$ cat src/rtl/gowin_tx_bridge_pkg.sv
// Shared types for the RIFFA-to-Gowin TX path: beat record, framing states
// and the end-of-packet dword-enable helper.
package riffa_gowin_pkg;

    localparam int DW_PER_BEAT = 8;
    localparam int OFFSET_W    = 3;
    localparam int BEAT_DATA_W = 32 * DW_PER_BEAT;

    typedef struct packed {
        logic [BEAT_DATA_W-1:0] data;
        logic                   sop;
        logic                   eop;
        logic                   empty;
        logic [DW_PER_BEAT-1:0] dwen;
    } tx_beat_t;

    typedef enum logic {
        TX_IDLE   = 1'b0,
        TX_IN_PKT = 1'b1
    } tx_state_e;

    // Offset 7 overflows into bit 8, which is dropped to give a full mask.
    function automatic logic [DW_PER_BEAT-1:0] eop_dwen(input logic [OFFSET_W-1:0] end_off);
        logic [DW_PER_BEAT:0] mask;
        mask = ((DW_PER_BEAT+1)'(2) << end_off) - (DW_PER_BEAT+1)'(1);
        return mask[DW_PER_BEAT-1:0];
    endfunction

endpackage

$ cat src/rtl/gowin_skid_buf.sv
// Generic two-entry valid/ready skid buffer; the head entry drives the output
// straight from flops and in_ready is registered.
module gowin_skid_buf #(
    parameter type T = logic
) (
    input  logic clk,
    input  logic rst,
    input  logic in_valid,
    input  T     in_data,
    output logic in_ready,
    output logic out_valid,
    output T     out_data,
    input  logic out_ready
);

    logic [1:0] cnt_q, cnt_d;
    logic       rdy_q, rdy_d;
    T           head_q, head_d;
    T           tail_q, tail_d;
    logic       push, pop;

    assign push = in_valid && rdy_q;
    assign pop  = (cnt_q != 2'd0) && out_ready;

    always_comb begin
        cnt_d  = cnt_q;
        head_d = head_q;
        tail_d = tail_q;
        case ({push, pop})
            2'b10: begin
                if (cnt_q == 2'd0) head_d = in_data;
                else               tail_d = in_data;
                cnt_d = cnt_q + 2'd1;
            end
            2'b01: begin
                head_d = tail_q;
                cnt_d  = cnt_q - 2'd1;
            end
            2'b11: begin
                // Occupancy unchanged; the new beat lands behind whatever remains.
                if (cnt_q == 2'd1) begin
                    head_d = in_data;
                end else begin
                    head_d = tail_q;
                    tail_d = in_data;
                end
            end
            default: ;
        endcase
        rdy_d = (cnt_d < 2'd2);
    end

    always_ff @(posedge clk or posedge rst) begin
        if (rst) begin
            cnt_q  <= 2'd0;
            rdy_q  <= 1'b0;
            head_q <= '0;
            tail_q <= '0;
        end else begin
            cnt_q  <= cnt_d;
            rdy_q  <= rdy_d;
            head_q <= head_d;
            tail_q <= tail_d;
        end
    end

    assign in_ready  = rdy_q;
    assign out_valid = (cnt_q != 2'd0);
    assign out_data  = head_q;

endmodule

$ cat src/rtl/gowin_tx_bridge.sv
// RIFFA TX Classic to Gowin PCIe TX stream: framing check, flag/dword-enable
// conversion, 2-deep output decoupling, packet counter and sticky error flag.
module gowin_tx_bridge
    import riffa_gowin_pkg::*;
#(
    parameter int C_PCI_DATA_WIDTH = 256,
    parameter int C_PKT_CNT_W      = 16
) (
    input  logic                        CLK,
    input  logic                        RST_IN,
    input  logic [C_PCI_DATA_WIDTH-1:0] TX_TLP,
    input  logic                        TX_TLP_VALID,
    input  logic                        TX_TLP_START_FLAG,
    input  logic [OFFSET_W-1:0]         TX_TLP_START_OFFSET,
    input  logic                        TX_TLP_END_FLAG,
    input  logic [OFFSET_W-1:0]         TX_TLP_END_OFFSET,
    output logic                        TX_TLP_READY,
    output logic [C_PCI_DATA_WIDTH-1:0] TX_ST_DATA,
    output logic                        TX_ST_VALID,
    input  logic                        TX_ST_READY,
    output logic                        TX_ST_SOP,
    output logic                        TX_ST_EOP,
    output logic                        TX_ST_EMPTY,
    output logic [DW_PER_BEAT-1:0]      TX_ST_DWEN,
    output logic                        TX_FRAME_ERR,
    output logic [C_PKT_CNT_W-1:0]      TX_PKT_COUNT
);

    tx_state_e              state_q, state_d;
    logic                   err_q, err_d;
    logic [C_PKT_CNT_W-1:0] pkt_cnt_q, pkt_cnt_d;

    tx_beat_t beat_in, beat_out;
    logic     accept, push, tlp_ready, st_valid;

    assign accept = TX_TLP_VALID && tlp_ready;

    always_comb begin
        state_d       = state_q;
        err_d         = err_q;
        push          = 1'b0;
        beat_in       = '0;
        beat_in.data  = TX_TLP;
        beat_in.eop   = TX_TLP_END_FLAG;
        // Offsets 0..3 leave the upper half of the beat unused.
        beat_in.empty = TX_TLP_END_FLAG && !TX_TLP_END_OFFSET[OFFSET_W-1];
        beat_in.dwen  = TX_TLP_END_FLAG ? eop_dwen(TX_TLP_END_OFFSET) : '1;
        if (accept) begin
            case (state_q)
                TX_IDLE: begin
                    if (TX_TLP_START_FLAG) begin
                        push        = 1'b1;
                        beat_in.sop = 1'b1;
                        if (TX_TLP_START_OFFSET != '0) err_d = 1'b1;
                        if (!TX_TLP_END_FLAG)          state_d = TX_IN_PKT;
                    end else begin
                        err_d = 1'b1;
                    end
                end
                TX_IN_PKT: begin
                    // A stray START is forwarded as a continuation so the
                    // hard IP never sees a nested SOP.
                    push = 1'b1;
                    if (TX_TLP_START_FLAG) err_d = 1'b1;
                    if (TX_TLP_END_FLAG)   state_d = TX_IDLE;
                end
                default: state_d = TX_IDLE;
            endcase
        end
    end

    gowin_skid_buf #(.T(tx_beat_t)) u_skid (
        .clk       (CLK),
        .rst       (RST_IN),
        .in_valid  (push),
        .in_data   (beat_in),
        .in_ready  (tlp_ready),
        .out_valid (st_valid),
        .out_data  (beat_out),
        .out_ready (TX_ST_READY)
    );

    assign pkt_cnt_d = (st_valid && TX_ST_READY && beat_out.eop)
                     ? pkt_cnt_q + C_PKT_CNT_W'(1) : pkt_cnt_q;

    always_ff @(posedge CLK or posedge RST_IN) begin
        if (RST_IN) begin
            state_q   <= TX_IDLE;
            err_q     <= 1'b0;
            pkt_cnt_q <= '0;
        end else begin
            state_q   <= state_d;
            err_q     <= err_d;
            pkt_cnt_q <= pkt_cnt_d;
        end
    end

    assign TX_TLP_READY = tlp_ready;
    assign TX_ST_VALID  = st_valid;
    assign TX_ST_DATA   = beat_out.data;
    assign TX_ST_SOP    = beat_out.sop;
    assign TX_ST_EOP    = beat_out.eop;
    assign TX_ST_EMPTY  = beat_out.empty;
    assign TX_ST_DWEN   = beat_out.dwen;
    assign TX_FRAME_ERR = err_q;
    assign TX_PKT_COUNT = pkt_cnt_q;

endmodule

$ cat config.mk
export PLATFORM = sky130hd
export DESIGN_NAME = gowin_tx_bridge
export DESIGN_NICKNAME = d
export VERILOG_FILES = /design/src/rtl/gowin_tx_bridge_pkg.sv /design/src/rtl/gowin_skid_buf.sv /design/src/rtl/gowin_tx_bridge.sv
export SDC_FILE = /design/constraint.sdc
export NUM_CORES = 2
export LEC_CHECK = 0
export ABC_CLOCK_PERIOD_IN_PS = 18500
export BUFFER_PORTS_ARGS = -buffer_cell sky130_fd_sc_hd__buf_2
export CAP_MARGIN = 30
export CORE_AREA = 2 2 215 217
export CTS_BUF_LIST = sky130_fd_sc_hd__clkbuf_16
export CTS_CLUSTER_SIZE = 40
export DETAILED_ROUTE_END_ITERATION = 12
export DIE_AREA = 0 0 217 219
export PLACE_DENSITY = 0.76
export RECOVER_POWER = 100
export SETUP_SLACK_MARGIN = 0.5
export SYNTH_ARGS = -nofsm -noshare
export SYNTH_HDL_FRONTEND = slang
export SYNTH_SLANG_ARGS = --single-unit
$ cat constraint.sdc
create_clock -name CLK -period 18.5 [get_ports CLK]
set_input_delay 0.925 -clock CLK [delete_from_list [all_inputs] [get_ports CLK]]
set_output_delay 0.925 -clock CLK [all_outputs]
set_load 0.005 [all_outputs]
# Yosys cells after proc, flatten, opt, wreduce, memory -nomap -nowiden
# Index checks and enable logic that the tools add are counted.
dict set report classes {
  add_sub_neg 4
  magnitude_cmp 1
  n_eq_ne 9
  shift 1
  muxes 20
  n_bitwise 1
  reduce_logical 14
}
# operator count
set op_table {}
lappend op_table {{$mux 267} 4}
lappend op_table {{$pmux 267 s3} 1}
lappend op_table {{$pmux 267 s2} 1}
lappend op_table {{$add 16x1->16 const B} 1}
lappend op_table {{$mux 1} 9}
lappend op_table {{$mux 8} 1}
lappend op_table {{$shl 2x3->8 const A} 1}
lappend op_table {{$sub 8x2->8 const B} 1}
lappend op_table {{$ne 2x2->1 const B} 3}
lappend op_table {{$pmux 1 s2} 3}
lappend op_table {{$reduce_and 3->1} 2}
lappend op_table {{$reduce_bool 3->1} 2}
lappend op_table {{$logic_and 1x1->1} 5}
lappend op_table {{$eq 2x1->1 const B} 2}
lappend op_table {{$eq 2x2->1 const B} 2}
lappend op_table {{$pmux 2 s2} 1}
lappend op_table {{$reduce_bool 2->1} 2}
lappend op_table {{$ne 3x3->1 const B} 1}
lappend op_table {{$add 2x1->2 const B} 1}
lappend op_table {{$logic_not 2->1} 1}
lappend op_table {{$lt 2x2->1 const B} 1}
lappend op_table {{$ne 2x1->1 const B} 1}
lappend op_table {{$reduce_and 2->1} 1}
lappend op_table {{$sub 2x1->2 const B} 1}
lappend op_table {{other kinds (2)} 2}
dict set report word_totals {
  reg_bits 555
  inputBits 268
  wordCells 65
}

# Longest topological paths before layout
dict set report logic_depth {
  ltp_word 7
  depth_mapped 12
  ltp_nobuf 9
}

# Cells and area by module
# From an unflattened synthesis, not the netlist that was laid out.
dict set report hier_totals {
  hier_cells 2264
  area_unflattened_um2 25470.7
}
# mod instances cells_per_inst area_per_inst_um2
set by_module_without_submodules {}
lappend by_module_without_submodules {gowin_skid_buf 1 2170 24512.3}
lappend by_module_without_submodules {gowin_tx_bridge 1 94 958.4}

# Worst setup path after synthesis
# Ideal clock, no wire load.
dict set report synth_path {
  path_kind {input-to-reg}
  start {input port TX_TLP_START_FLAG}
  end {register u_skid.head_q, in the netlist u_skid.out_data[11]}
  setup_time_ns 0.126
  arrival_ns 2.503
  path_slack_ns 15.872
  stages 9
  path_buffers 3
  path_cell_list {o211a_1 > ha_1 > clkbuf_1 > nor2b_1 > o21a_1 > buf_2 > buf_2 > a221oi_1 > nor2_1}
}
dict set report synth_via {
  elab_chain_cells 7
  word_cells_on_any_way 11
  classes_between {eq/ne (4); mux (4); reduce/logical (3)}
}
# item line
set synth_rtl {}
lappend synth_rtl {{from (decl)} gowin_tx_bridge.sv:13} ;# input logic TX_TLP_START_FLAG,
lappend synth_rtl {{$mux 1 *} gowin_tx_bridge.sv:51} ;# if (TX_TLP_START_FLAG) begin
lappend synth_rtl {{$pmux 1 s2 *} gowin_tx_bridge.sv:49} ;# case (state_q)
lappend synth_rtl {{$mux 1 *} gowin_tx_bridge.sv:48} ;# if (accept) begin
lappend synth_rtl {{$logic_and 1x1->1 *} gowin_skid_buf.sv:22} ;# assign push = in_valid && rdy_q;
lappend synth_rtl {{$eq 2x2->1 or $eq 2x1->1 (tied branches)} gowin_skid_buf.sv:29} ;# case ({push, pop})
lappend synth_rtl {{$ne 2x1->1 (no source line) or $reduce_bool 3->1 (tied branches)} --}
lappend synth_rtl {{$reduce_and 2->1 (no source line)} --}
lappend synth_rtl {{to (signal assigned)} gowin_skid_buf.sv:57} ;# head_q <= '0;
lappend synth_rtl {{to (signal assigned)} gowin_skid_buf.sv:62} ;# head_q <= head_d;
lappend synth_rtl {{to (decl)} gowin_skid_buf.sv:18} ;# T head_q, head_d;
# Mark *: on every way between the ends. The rest lies on a longest branch, timed or not.
# A chain may end at the register's enable or synchronous reset.

# Final worst setup path
dict set report layout_path {
  start {register u_skid.cnt_q[0]}
  end {register u_skid.tail_q[35] (netlist bit)}
}
dict set report layout_via {
  elab_chain_cells 5
  word_cells_on_any_way 11
  classes_between {eq/ne (5); mux (1); reduce/logical (5)}
}
# item line
set layout_rtl {}
lappend layout_rtl {{from (decl)} gowin_skid_buf.sv:16} ;# logic [1:0] cnt_q, cnt_d;
lappend layout_rtl {{from (signal assigned)} gowin_skid_buf.sv:60} ;# cnt_q <= cnt_d;
lappend layout_rtl {{$reduce_bool 2->1} gowin_skid_buf.sv:23} ;# assign pop = (cnt_q != 2'd0) && out_ready;
lappend layout_rtl {{$logic_and 1x1->1} gowin_skid_buf.sv:23}
lappend layout_rtl {{$eq 2x2->1} gowin_skid_buf.sv:29}
lappend layout_rtl {{$ne 2x2->1 (no source line) or $reduce_bool 2->1 (tied branches)} --}
lappend layout_rtl {{$reduce_and 3->1 (no source line)} --}
lappend layout_rtl {{to (signal assigned)} gowin_skid_buf.sv:63} ;# tail_q <= tail_d;
lappend layout_rtl {{to (decl)} gowin_skid_buf.sv:19} ;# T tail_q, tail_d;
# Several ways; a longest one is shown, not always the timed one.

==> run summary <==
routability cong. -> 0.859
crit start category -> register
crit-path max FO -> 66
largest net degree at the start of global routing -> 127
Synth Area per Inst -> 9.42 sq um
Num CTS Buffers -> 56
kind of critical path -> register to register
slew margin rel. -> -2.61
CTS tree -> yes
Mapped Cells -> 2,424
Die ar. -> 0.0475 sq mm
YS warnings -> 0
routed vias/inst -> 5.64
PortBufs -> 553
setup TNS -> 0 ns
crit-path max cell delay -> 2.33 ns
Reg clk slew, reported paths -> 0.06 ns
placed cells -> 3,429
post-synthesis sequential area ratio -> 0.608
row count -> 78
Die Y -> 219 um
Fin. Hold Viols -> 0
DRT antenna net count -> 0
via count -> 20,000
Area contributors post-synth -> dfrtp_1 61%, nand2_1 13%, a221oi_1 9.9%
Mapped Area -> 0.0228 sq mm
ys flop type -> dfrtp_1
count of state elements after synthesis -> 555
Post-synth EDFFs -> 0
starting DRC count in detailed routing -> 2,229
GRT Residual Overflow -> 0
clock sinks -> 555
gr usage total -> 0.278
unrepaired setup endpoints after global routing -> no
Die Wd -> 217 um
actual slew at the worst max-slew pin -> 5.38 ns
later-pin clock latency in the skew report -> 0.60 ns
initial core utilization -> 0.507
Routed WL -> 68,000 um
clock buffer depth -> 3
min Tclk post-route -> 9.36 ns
Max Transition Viols Final -> 1,029
MaxCap Viol Count -> 15
# setup viols final -> 0
leak pwr -> 0.0133 uW
CORE AREA -> 0.0451 sq mm
cts repair resizes -> 0
hold crit path type -> register to register
Post-DP HPWL -> 43,700 um
Max rail drop VDD -> 0.108 mV
Top delay family on crit path -> buffers and inverters
H-Tree Level Count -> 2
Max Freq -> 107 MHz
Async SR Flop Fraction -> 1.00
first-pass GRT wire length -> 106,000 um
layout cells sized above 1 -> 0.158
Non-Filler Instances -> 3,553
status -> complete, but fails checks
Wirelength per Cell -> 19.1 um
count leader, synth -> nand2_1
crit-path most repeated cell -> clkbuf_1
Critical-path top delay cell -> clkbuf_1
fin nets -> 3,167
vias in the first global route -> 19,400
synth cell count leaders -> 790 x nand2_1, 555 x dfrtp_1, 527 x nor2_1, 258 x a221oi_1, 121 x buf_2
Tcrit/Tclk final -> 0.506
Power Dens Cells -> 192 mW/mm^2
Crit. End Element -> register
DRC Markers -> 0
# hold bufs at CTS -> 0
area leader, netlist -> dfrtp_1
Setup Skew -> 0.0237 ns
crit path buf inv count -> 5
top-area cell type share of the netlist area -> 0.608
post-synth cell types -> 46
Syn-to-layout area delta -> 19.7%
Worst EP arrival -> 9.88 ns
critical-path cell list -> inv_1, ha_1, or2b_2, clkinvlp_2, ha_1, a22oi_1, o21a_1, clkbuf_1, clkbuf_1, clkbuf_1, nand2_1, nand2_1
CP required -> 19.02 ns
io pins -> 554
Post-Syn Nets -> 2,699
# Post-CTS Setup Buffers -> 0
CTS Root Cell -> clkbuf_16
initial antenna violation count -> 24
violated checks -> capacitance limit, slew limit
TritonRoute pass-1 iters -> 5
==> final timing paths <==
path / cells after the start / startpoint / to / slack [ns]
worst max-delay path: 12 / u_skid.cnt_q[0] / u_skid.tail_q[35] / 9.14
worst min-delay path: 1 / u_skid.tail_q[0] / u_skid.tail_q[0] / 0.47
worst max register to register: 12 / u_skid.cnt_q[0] / u_skid.tail_q[35] / 9.14
worst min register to register: 1 / u_skid.tail_q[0] / u_skid.tail_q[0] / 0.47
max in group asynchronous: 4 / RST_IN / u_skid.tail_q[144] / 10.22
min in group asynchronous: 2 / RST_IN / TX_PKT_COUNT[12] / 1.99
==> area by class of cell <==
class / count / area (sq um)
fill: 3901 / 17700
sequential: 555 / 13900
multi-input combinational: 1680 / 8030
timing repair buffer: 587 / 2860
clock buffer: 58 / 1450
tap: 600 / 751
clock inverter: 43 / 274
inverter: 12 / 47.5
antenna: 18 / 45.0
==> cells in the final DEF (no fill, tap or decap), types with 3 or more instances in the layout <==
cell type	n
nand2_1	790
dfrtp_1	555
nor2_1	527
buf_2	362
a221oi_1	258
clkbuf_1	203
clkbuf_16	58
inv_1	23
diode_2	18
clkinv_1	13
xnor2_1	11
clkinv_2	11
o21ai_0	9
buf_4	9
nand3_1	8
a21oi_1	7
ha_1	7
a221o_1	5
nor4_1	5
buf_16	5
buf_1	5
nor3_1	4
mux2i_1	4
xor2_1	4
nand2b_1	3
a31oi_1	3
bufinv_16	3
buf_12	3
==> registers in the layout, summed over array words and instances, names as in the netlist <==
register         flops
u_skid.out_data    267
u_skid.tail_q      267
TX_PKT_COUNT        16
u_skid.cnt_q         2
TX_FRAME_ERR         1
state_q              1
u_skid.in_ready      1
==> stage by stage <==
stage	hold WS, ns	power (uW)	worst slack [ns]	cell area [sq um]	utilization
2_1_floorplan	0.427	3390	2.06	22800	-
3_3_place_gp	0.455	4050	14.14	25700	0.569
3_5_place_dp	0.458	4190	14.15	25900	0.573
4_1_cts	0.471	5280	14.41	27600	0.612
5_1_grt	0.488	5620	8.54	27300	0.606
6_report	0.465	5250	9.14	27300	0.606
==> worst register-to-register path, stage by stage, from the launching register on <==
cell and delay, ns:
dfrtp_1 0.41, inv_1 0.07, ha_1 0.33, or2b_2 0.20, clkinvlp_2 0.39, ha_1 0.50
a22oi_1 0.39, o21a_1 1.29, clkbuf_1 1.75, clkbuf_1 1.17, clkbuf_1 2.34, nand2_1 0.29
nand2_1 0.16
==> layer usage <==
layer | part of all wire | global-route usage
met5 | 0.0015 | 0
met4 | 0.036 | 0.116
met3 | 0.088 | 0.0651
met2 | 0.49 | 0.452
met1 | 0.38 | 0.360
==> cells by family (layout without fill, tap and decap cells) <==
family	Yosys count	in the layout	synth area share
simple gates	1351	1351	0.226
xor+xnor	15	15	0.00575
other cells	0	18	0
flops	555	555	0.608
mux	6	6	0.00274
buf+inv	189	700	0.0417
fa+ha+maj	7	7	0.00383
compound gates	301	301	0.112
==> report_power, final <==
group          leakage (uW)  total [uW]  switching [uW]  internal, uW
registers           0.00657        2180             361          1820
clock network      0.000897        1080             473           605
logic               0.00579        1990            1270           721
Note: power is estimated with default switching activity, not from simulation.
